<file path="src/rtl/reqrsp_xbar_pkg.sv">
// Shared types and helpers for the cache request xbar priority scheduler.
package reqrsp_xbar_pkg;

    typedef enum logic {
        NORMAL = 1'b0,
        BOOST  = 1'b1
    } prio_state_e;

    // A select field is at least one bit wide, even when it has a single target.
    function automatic int unsigned clog2_min1(input int unsigned n);
        return (n > 1) ? $clog2(n) : 1;
    endfunction

endpackage

</file>
<file path="src/rtl/reqrsp_xbar_prio_port.sv">
// One bank's round-robin pointer and starvation-boost FSM; drives that bank's rr index.
module reqrsp_xbar_prio_port
    import reqrsp_xbar_pkg::*;
#(
    parameter int unsigned NumInp  = 32'd2,
    parameter int unsigned MstSelW = 1
) (
    input  logic               clk_i,
    input  logic               rst_ni,
    input  logic               i_en,
    input  logic               i_hs,
    input  logic [MstSelW-1:0] i_gnt_idx,
    input  logic [NumInp-1:0]  i_starve_mask,
    input  logic [NumInp-1:0]  i_req_mask,
    output logic [MstSelW-1:0] o_rr,
    output logic               o_starve
);

    prio_state_e        r_state, w_state_next;
    logic [MstSelW-1:0] r_ptr, w_ptr_next;
    logic [MstSelW-1:0] r_boost, w_boost_next;
    logic [MstSelW-1:0] r_rr;
    logic               r_starve;
    logic [MstSelW-1:0] w_lowest;

    function automatic logic [MstSelW-1:0] nxt(input logic [MstSelW-1:0] x);
        if (32'(x) >= NumInp - 1) return '0;
        return x + MstSelW'(1);
    endfunction

    always_comb begin
        w_lowest = '0;
        for (int i = NumInp - 1; i >= 0; i--) begin
            if (i_starve_mask[i]) w_lowest = MstSelW'(i);
        end
    end

    always_comb begin
        w_state_next = r_state;
        w_ptr_next   = r_ptr;
        w_boost_next = r_boost;
        if (i_en) begin
            case (r_state)
                NORMAL: begin
                    if (i_hs) w_ptr_next = nxt(i_gnt_idx);
                    if (|i_starve_mask) begin
                        w_boost_next = w_lowest;
                        w_state_next = BOOST;
                    end
                end
                default: begin
                    // Only the boosted requester's own grant releases the boost.
                    if (i_hs && (i_gnt_idx == r_boost)) begin
                        w_ptr_next   = nxt(r_boost);
                        w_state_next = NORMAL;
                    end else if (!i_req_mask[r_boost]) begin
                        w_state_next = NORMAL;
                    end
                end
            endcase
        end
    end

    always_ff @(posedge clk_i or negedge rst_ni) begin
        if (!rst_ni) begin
            r_state  <= NORMAL;
            r_ptr    <= '0;
            r_boost  <= '0;
            r_rr     <= '0;
            r_starve <= 1'b0;
        end else begin
            r_state  <= w_state_next;
            r_ptr    <= w_ptr_next;
            r_boost  <= w_boost_next;
            r_rr     <= (w_state_next == BOOST) ? w_boost_next : w_ptr_next;
            r_starve <= (w_state_next == BOOST);
        end
    end

    assign o_rr     = r_rr;
    assign o_starve = r_starve;

endmodule

</file>
<file path="src/rtl/reqrsp_xbar_prio_sched.sv">
// External per-bank priority generator for the cache request xbar, with
// per-requester age tracking that boosts long-stalled requesters.
module reqrsp_xbar_prio_sched
    import reqrsp_xbar_pkg::*;
#(
    parameter int unsigned NumInp       = 32'd2,
    parameter int unsigned NumOut       = 32'd2,
    parameter int unsigned StarveThresh = 32'd7,
    localparam int unsigned SlvSelW     = clog2_min1(NumOut),
    localparam int unsigned MstSelW     = clog2_min1(NumInp)
) (
    input  logic                             clk_i,
    input  logic                             rst_ni,
    input  logic                             en_i,
    input  logic [NumInp-1:0]                req_valid_i,
    input  logic [NumInp-1:0]                req_ready_i,
    input  logic [NumInp-1:0][SlvSelW-1:0]   req_sel_i,
    input  logic [NumOut-1:0]                gnt_valid_i,
    input  logic [NumOut-1:0]                gnt_ready_i,
    input  logic [NumOut-1:0][MstSelW-1:0]   gnt_idx_i,
    output logic [NumOut-1:0][MstSelW-1:0]   rr_o,
    output logic [NumOut-1:0]                starve_o
);

    localparam int unsigned  AgeW   = $clog2(StarveThresh + 1);
    localparam logic [AgeW-1:0] AgeMax = AgeW'(StarveThresh);

    logic [NumInp-1:0]              w_starving;
    logic [NumOut-1:0][NumInp-1:0]  w_tgt;

    for (genvar gi = 0; gi < NumInp; gi++) begin : g_age
        logic [AgeW-1:0] r_age;

        always_ff @(posedge clk_i or negedge rst_ni) begin
            if (!rst_ni) begin
                r_age <= '0;
            end else if (en_i) begin
                if (req_valid_i[gi] && !req_ready_i[gi]) begin
                    if (r_age != AgeMax) r_age <= r_age + AgeW'(1);
                end else begin
                    r_age <= '0;
                end
            end
        end

        assign w_starving[gi] = (r_age == AgeMax);

        a_sel_range: assert property (@(posedge clk_i) disable iff (!rst_ni)
            req_valid_i[gi] |-> (32'(req_sel_i[gi]) < NumOut));
    end

    for (genvar go = 0; go < NumOut; go++) begin : g_port
        // An out-of-range select never equals a real bank index, so it targets nobody.
        for (genvar gi = 0; gi < NumInp; gi++) begin : g_tgt
            assign w_tgt[go][gi] = req_valid_i[gi] && (32'(req_sel_i[gi]) == go);
        end

        reqrsp_xbar_prio_port #(
            .NumInp  (NumInp),
            .MstSelW (MstSelW)
        ) u_port (
            .clk_i         (clk_i),
            .rst_ni        (rst_ni),
            .i_en          (en_i),
            .i_hs          (gnt_valid_i[go] & gnt_ready_i[go]),
            .i_gnt_idx     (gnt_idx_i[go]),
            .i_starve_mask (w_tgt[go] & w_starving),
            .i_req_mask    (w_tgt[go]),
            .o_rr          (rr_o[go]),
            .o_starve      (starve_o[go])
        );
    end

endmodule

</file>
<file path="config.mk">
export PLATFORM = sky130hd
export DESIGN_NAME = reqrsp_xbar_prio_sched
export DESIGN_NICKNAME = d
export VERILOG_FILES = /design/src/rtl/reqrsp_xbar_pkg.sv /design/src/rtl/reqrsp_xbar_prio_port.sv /design/src/rtl/reqrsp_xbar_prio_sched.sv
export SDC_FILE = /design/constraint.sdc
export NUM_CORES = 1
export LEC_CHECK = 0
export CAP_MARGIN = 10
export CORE_MARGIN = 4
export CORE_UTILIZATION = 52
export CTS_CLUSTER_SIZE = 24
export DETAILED_ROUTE_END_ITERATION = 7
export GPL_TIMING_DRIVEN = 0
export HOLD_SLACK_MARGIN = 0.03
export PLACE_DENSITY_LB_ADDON = 0.2
export SLEW_MARGIN = 20
export SYNTH_ARGS = -nofsm -noshare
export SYNTH_HDL_FRONTEND = slang
export SYNTH_SLANG_ARGS = --single-unit
</file>
<file path="constraint.sdc">
create_clock -name clk_i -period 2.9 [get_ports clk_i]
set_clock_uncertainty 0.15 [all_clocks]
set_input_delay 0.435 -clock clk_i [delete_from_list [all_inputs] [get_ports clk_i]]
set_output_delay 0.435 -clock clk_i [all_outputs]
set_load 0.05 [all_outputs]
</file>
==> out/metrics.csv, run 1 <==
stage,metric,value,unit
floorplanning,Rows,14,
floorplanning,Die Area,2380,sq um
cells_and_area,n_diodes,0,
placement,DP HPWL,1410,um
worst_setup_path,cell family with most CP delay,buffers and inverters,
routing,drt drc,0,
timing,Setup TNS,0,ps
worst_setup_path,Worst Setup Start Kind,register,
min_path,Tightest Hold Check Type,register to register,
synth,syn_nets,110,
routing,Routed Antenna Nets,0,
global_routing,largest net degree at the start of global routing,15,
worst_setup_path,slowest CP cell,clkdlybuf4s50_1,
run,max cap viols,0,
timing,min cycle time layout,2200,ps
floorplanning,Die H,48.8,um
timing,Fin. Hold Viols,0,
timing,RSZ-0062 raised after global routing,false,
global_routing,GRT overflow,0,
routing,Vias/cell,5.78,
floorplanning,Initial Utilization,56.2,%
worst_setup_path,buffers plus inverters on the worst setup path,2,
worst_setup_path,Critical Path RT,2320,ps
routing,Initial DRC Count,18,
cts,Num CTS Buffers,3,
routing,WL final,1770,um
synth,Netlist cell types,29,
cells_and_area,fraction of layout cells with a size suffix above 1,12.4,%
synth,"FF+latch count, synth",14,
cts,worst skew pair latency,280,ps
timing,Final setup violation count,0,
cts,root buf cell,clkbuf_4,
global_routing,All-Layer GR Usage,16.4,%
cts,"Clk pin slew, worst setup/hold paths",80,ps
synth,Netlist Area Pre-Place,866,sq um
worst_setup_path,crit path capture type,primary output,
cells_and_area,# nets final,133,
cts,TritonCTS clock tree,yes,
timing,Worst Max-Slew Pin Slew,630,ps
synth,"Warnings, synthesis",0,
cts,Sink Count,14,
pwr,Static Leak,0.494,nW
cts,number of H-tree levels,1,
pwr,power density cells,386,nW/um^2
synth,cell count after synthesis,91,
worst_setup_path,Critical Path AT,1610,ps
timing,Fin Hold WS,354,ps
timing,Rel. slew slack,57.8,%
cts,cts repair resizes,0,
placement,GPL Wtd Cong,0.734,
floorplanning,Boundary Pins,19,
pwr,Max IR drop VDD,295,uV
synth,sequential-to-total area share from yosys stat,40.5,%
timing,Final Cycle Share,75.7,%
worst_setup_path,CP peak stage delay,790,ps
worst_setup_path,worst reg2reg path startpoint,g_age[0].r_age[1],
floorplanning,Core Area,1540,sq um
cts,Hold Buf Count CTS,0,
placement,Buffers on Ports,18,
min_path,hold path startpoint,g_port[0].u_port.r_ptr,
routing,via count,746,
worst_setup_path,critical path peak fanout,5,
routing,DR WL/cell,13.8,um
cts,# Post-CTS Setup Buffers,0,
synth,synthesized area per cell,9.51,sq um
global_routing,first-pass GRT wire length,3170,um
cells_and_area,Final Core Density,71.5,%
global_routing,antenna violations before repair,0,
global_routing,vias in the first global route,764,
floorplanning,Die Wd,48.8,um
cts,clock buffer depth,2,
routing,DRT Pass-1 Iters,4,
cells_and_area,layout overhead on the synthesized area,27.3,%
worst_setup_path,CP Launch Point,g_port[0].u_port.r_state,
timing,max-slew violation count,0,
worst_setup_path,crit-path cells,buf_4 -> clkdlybuf4s50_1,
worst_setup_path,Setup Crit Path Kind,register to primary output,
outcome,status,"finished, final reports clean",
timing,Fmax,0.455,GHz
path summary, 6_finish.rpt:
check                                      endpoint  slack (ps)  depth (start not counted)
min in group asynchronous    g_port[0].u_port.r_ptr         390                          1
max in group asynchronous  g_port[1].u_port.r_boost        1810                          1
max                                     starve_o[0]         700                          2
max reg2reg                   g_port[0].u_port.o_rr         980                          6
min reg2reg                  g_port[0].u_port.r_ptr         350                          2
min                          g_port[0].u_port.r_ptr         350                          2
sequential cells by signal (all words and copies together), names as in the netlist:
name and count:
g_age.r_age 6, g_port.u_port.o_rr 2, g_port.u_port.r_boost 2, g_port.u_port.r_ptr 2, g_port.u_port.r_state 2
cell usage after synthesis (all sizes together):
| cell | n | area (sq um) |
|---|---|---|
| a41oi | 2 | 17.5 |
| nand4 | 3 | 18.8 |
| nand3b | 1 | 7.51 |
| inv | 9 | 33.8 |
| ha | 4 | 50.1 |
| o22ai | 6 | 37.5 |
| a22oi | 4 | 30.0 |
| nor3 | 2 | 10.0 |
| or2b | 1 | 7.51 |
| nand2b | 2 | 12.5 |
| buf | 5 | 35.0 |
| o211ai | 1 | 7.51 |
| xor2 | 2 | 17.5 |
| or3 | 5 | 31.3 |
| dfrtp | 14 | 350 |
| mux2 | 2 | 22.5 |
| nand2 | 7 | 28.8 |
| nand3 | 3 | 15.0 |
| mux2i | 2 | 20.0 |
| and4 | 2 | 18.8 |
| o21ai | 2 | 10.0 |
| and2b | 1 | 10.0 |
| a21oi | 2 | 10.0 |
| o311ai | 1 | 8.76 |
| nor2b | 4 | 25.0 |
| o21a | 4 | 30.0 |
where the power goes:
group          leakage (nW)  switching (mW)  internal (mW)
combinational         0.298          0.0374         0.0388
sequential            0.175         0.00488          0.203
clock                0.0210          0.0643         0.0765
total                 0.494           0.107          0.318
routing by layer:
layer / vias up / wire length (um) / global-route usage (%)
met3: 5 / 91 / 3.98
met1: 351 / 775 / 19.0
met4: 0 / 31 / 5.38
met2: 15 / 876 / 29.1
li1: 375 / - / -
met5: - / 0 / 0
worst reg2reg max path, cell delays in order, from the launching register on:
cell     delay [ps]
dfrtp_1         380
ha_1            160
ha_1            280
nand2_2          80
or3_1           370
o21a_1          130
mux2_2          260
kinds of logic (layout without fill, tap and decap cells):
family,count (synthesis),in the layout,synth area share [%]
AO/OA/AOI/OAI,22,22,17.5
XOR/XNOR,2,2,2.02
adder cells (fa/ha/maj),4,4,5.78
buffers and inverters,14,36,7.95
flip-flops,14,14,40.5
multiplexers,4,4,4.91
AND/OR/NAND/NOR,31,31,21.4
placed cells by master, fill, tap and decap left out, drive strengths merged:
cell	n
a21oi	2
a22oi	4
a41oi	2
and2b	1
and4	2
buf	5
clkbuf	4
clkdlybuf4s50	18
dfrtp	14
ha	4
inv	9
mux2	2
mux2i	2
nand2	7
nand2b	2
nand3	3
nand3b	1
nand4	3
nor2b	4
nor3	2
o211ai	1
o21a	4
o21ai	2
o22ai	6
o311ai	1
or2b	1
or3	5
xor2	2
final cells by class:
class / instances / area, sq um
multi-input combinational: 63 / 447
tap: 16 / 20.0
buffer: 5 / 35.0
inverter: 9 / 33.8
sequential: 14 / 350
fill: 117 / 439
timing repair buffer: 18 / 180
clock buffer: 4 / 36.3
metrics by stage:
step	setup WS, ps	power (mW)	area (sq um)	std cells
after floorplan	1140	0.251	866	91
after global placement	718	0.285	1070	125
after detailed placement	715	0.289	1070	125
after CTS	712	0.428	1100	129
after global routing	659	0.447	1100	129
final	704	0.425	1100	129
(Power assumes the default switching activity.)
==> inputs of run 2 (changes only) <==
--- a/config.mk
+++ b/config.mk
@@ -7,7 +7,7 @@
 export LEC_CHECK = 0
 export CAP_MARGIN = 10
 export CORE_MARGIN = 4
-export CORE_UTILIZATION = 52
+export CORE_UTILIZATION = 49
 export CTS_CLUSTER_SIZE = 24
 export DETAILED_ROUTE_END_ITERATION = 7
 export GPL_TIMING_DRIVEN = 0
==> constraint.sdc (replaced) <==
create_clock -name clk_i -period 2.25 [get_ports clk_i]
set_clock_uncertainty 0.15 [all_clocks]
set_input_delay 0.3375 -clock clk_i [delete_from_list [all_inputs] [get_ports clk_i]]
set_output_delay 0.3375 -clock clk_i [all_outputs]
set_load 0.05 [all_outputs]
==> out/metrics.csv, run 2 (same netlist as run 1, synthesis figures left out) <==
stage,metric,value,unit
outcome,status,"finished, final reports clean",
floorplanning,Rows,14,
cells_and_area,area of the multi-input gates,447,sq um
cells_and_area,Largest Register,g_age.r_age,
placement,dpl cells,133,
floorplanning,Boundary Pins,19,
cts,cts repair resizes,0,
global_routing,antenna violations before repair,0,
placement,DP HPWL,1350,um
cells_and_area,n_diodes,0,
floorplanning,Die H,50.0,um
cells_and_area,Final Instance Count excl. Fillers,136,
timing,min cycle time layout,2070,ps
global_routing,GRT overflow,0,
cts,clock buffer depth,2,
cts,root buf cell,clkbuf_4,
cts,Sink Count,14,
placement,DP Area,1080,sq um
worst_setup_path,Worst Setup Start Kind,register,
timing,Rel. slew slack,59.2,%
floorplanning,Die Wd,50.0,um
timing,Setup TNS,0,ps
routing,Vias/cell,5.38,
cts,number of H-tree levels,1,
cts,Hold Buf Count CTS,0,
cells_and_area,"commonest non-fill, non-tap cells in the layout","clkdlybuf4s50_1, dfrtp_1, inv_1, nand2_1, o22ai_1",
cells_and_area,final instance area,1100,sq um
pwr,Static Leak,0.487,nW
routing,DR WL/cell,12.0,um
pwr,Max IR drop VDD,409,uV
cells_and_area,# nets final,133,
floorplanning,Core Area,1590,sq um
cells_and_area,"most common cell after layout, fill and taps aside",clkdlybuf4s50_1,
worst_setup_path,crit path capture type,primary output,
cells_and_area,max reg flops,6,
routing,Routed Antenna Nets,0,
cts,TritonCTS clock tree,yes,
cts,"Clk pin slew, worst setup/hold paths",80,ps
routing,DRT Pass-1 Iters,4,
global_routing,All-Layer GR Usage,15.2,%
pwr,power density cells,459,nW/um^2
timing,max-slew violation count,0,
timing,Fin. Hold Viols,0,
worst_setup_path,buffers plus inverters on the worst setup path,2,
min_path,Tightest Hold Check Type,input pin to asynchronous set/reset pin,
worst_setup_path,cell family with most CP delay,buffers and inverters,
cts,Num CTS Buffers,3,
worst_setup_path,crit-path cells,buf_4 -> clkdlybuf4s50_1,
cells_and_area,layout overhead on the synthesized area,26.9,%
worst_setup_path,CP peak stage delay,780,ps
worst_setup_path,Critical Path RT,1760,ps
placement,GPL Wtd Cong,0.756,
routing,Initial DRC Count,9,
timing,Worst Max-Slew Pin Slew,610,ps
floorplanning,Die Area,2500,sq um
floorplanning,Initial Utilization,54.3,%
placement,Buffers on Ports,18,
run,max cap viols,0,
cells_and_area,Sequential cell area,350,sq um
timing,Final Cycle Share,92.1,%
cells_and_area,fraction of layout cells with a size suffix above 1,11.6,%
pwr,Total Power,504,uW
worst_setup_path,critical path peak fanout,5,
timing,Fmax,0.482,GHz
routing,via count,731,
cts,# Post-CTS Setup Buffers,0,
worst_setup_path,Critical Path AT,1590,ps
global_routing,first-pass GRT wire length,3010,um
global_routing,vias in the first global route,721,
cts,worst skew pair latency,270,ps
timing,RSZ-0062 raised after global routing,false,
worst_setup_path,Setup Crit Path Kind,register to primary output,
worst_setup_path,slowest CP cell,clkdlybuf4s50_1,
timing,Final setup violation count,0,
routing,WL final,1630,um
global_routing,largest net degree at the start of global routing,15,
cells_and_area,Layout fillers,120,
routing,drt drc,0,
-- run 2: final cells by class --
cell class | instances | share of cell area, %
multi-input combinational | 63 | 40.7
sequential | 14 | 31.9
timing repair buffer | 18 | 16.4
buffer | 5 | 3.19
inverter | 9 | 3.08
tap | 24 | 2.73
clock buffer | 3 | 2.05
-- run 2: worst paths after layout --
check | start | to | slack (ps) | cells after the start
max in group asynchronous | rst_ni | g_port[0].u_port.r_state | 1260 | 1
worst min register to register | g_port[1].u_port.r_ptr | g_port[1].u_port.r_ptr | 350 | 2
worst max-delay path | g_port[1].u_port.r_state | starve_o[1] | 180 | 2
worst max register to register | g_age[0].r_age[1] | g_port[0].u_port.o_rr | 360 | 6
worst min-delay path | rst_ni | g_port[1].u_port.o_rr | 290 | 1
min in group clk_i | g_port[1].u_port.r_ptr | g_port[1].u_port.r_ptr | 350 | 2
-- run 2: worst reg2reg max path, stage by stage (launching register included) --
cell     delay, ps
dfrtp_1        370
ha_1           150
ha_1           270
nand2_2         80
or3_1          380
o21a_1         130
mux2_2         250
-- run 2: routing by layer --
layer	GRT usage [%]	wire, um
met3	3.31	84
met2	23.3	776
met4	4.15	14
met1	21.2	758
met5	0	0
-- run 2: where the power goes --
part | internal [mW] | total, mW | switching, mW
Combinational | 0.0499 | 0.0967 | 0.0468
Clock | 0.0620 | 0.139 | 0.0770
Sequential | 0.262 | 0.268 | 0.00622
Total | 0.374 | 0.504 | 0.130
-- run 2: through the flow --
step                      hold WS (ps)  worst slack (ps)  utilization (%)
final                              290               177             68.9
after global routing               315               116             68.9
after CTS                          322               165             68.9
after detailed placement           335               160             67.5
after global placement             334               160             67.5
after floorplan                   -108               486                -
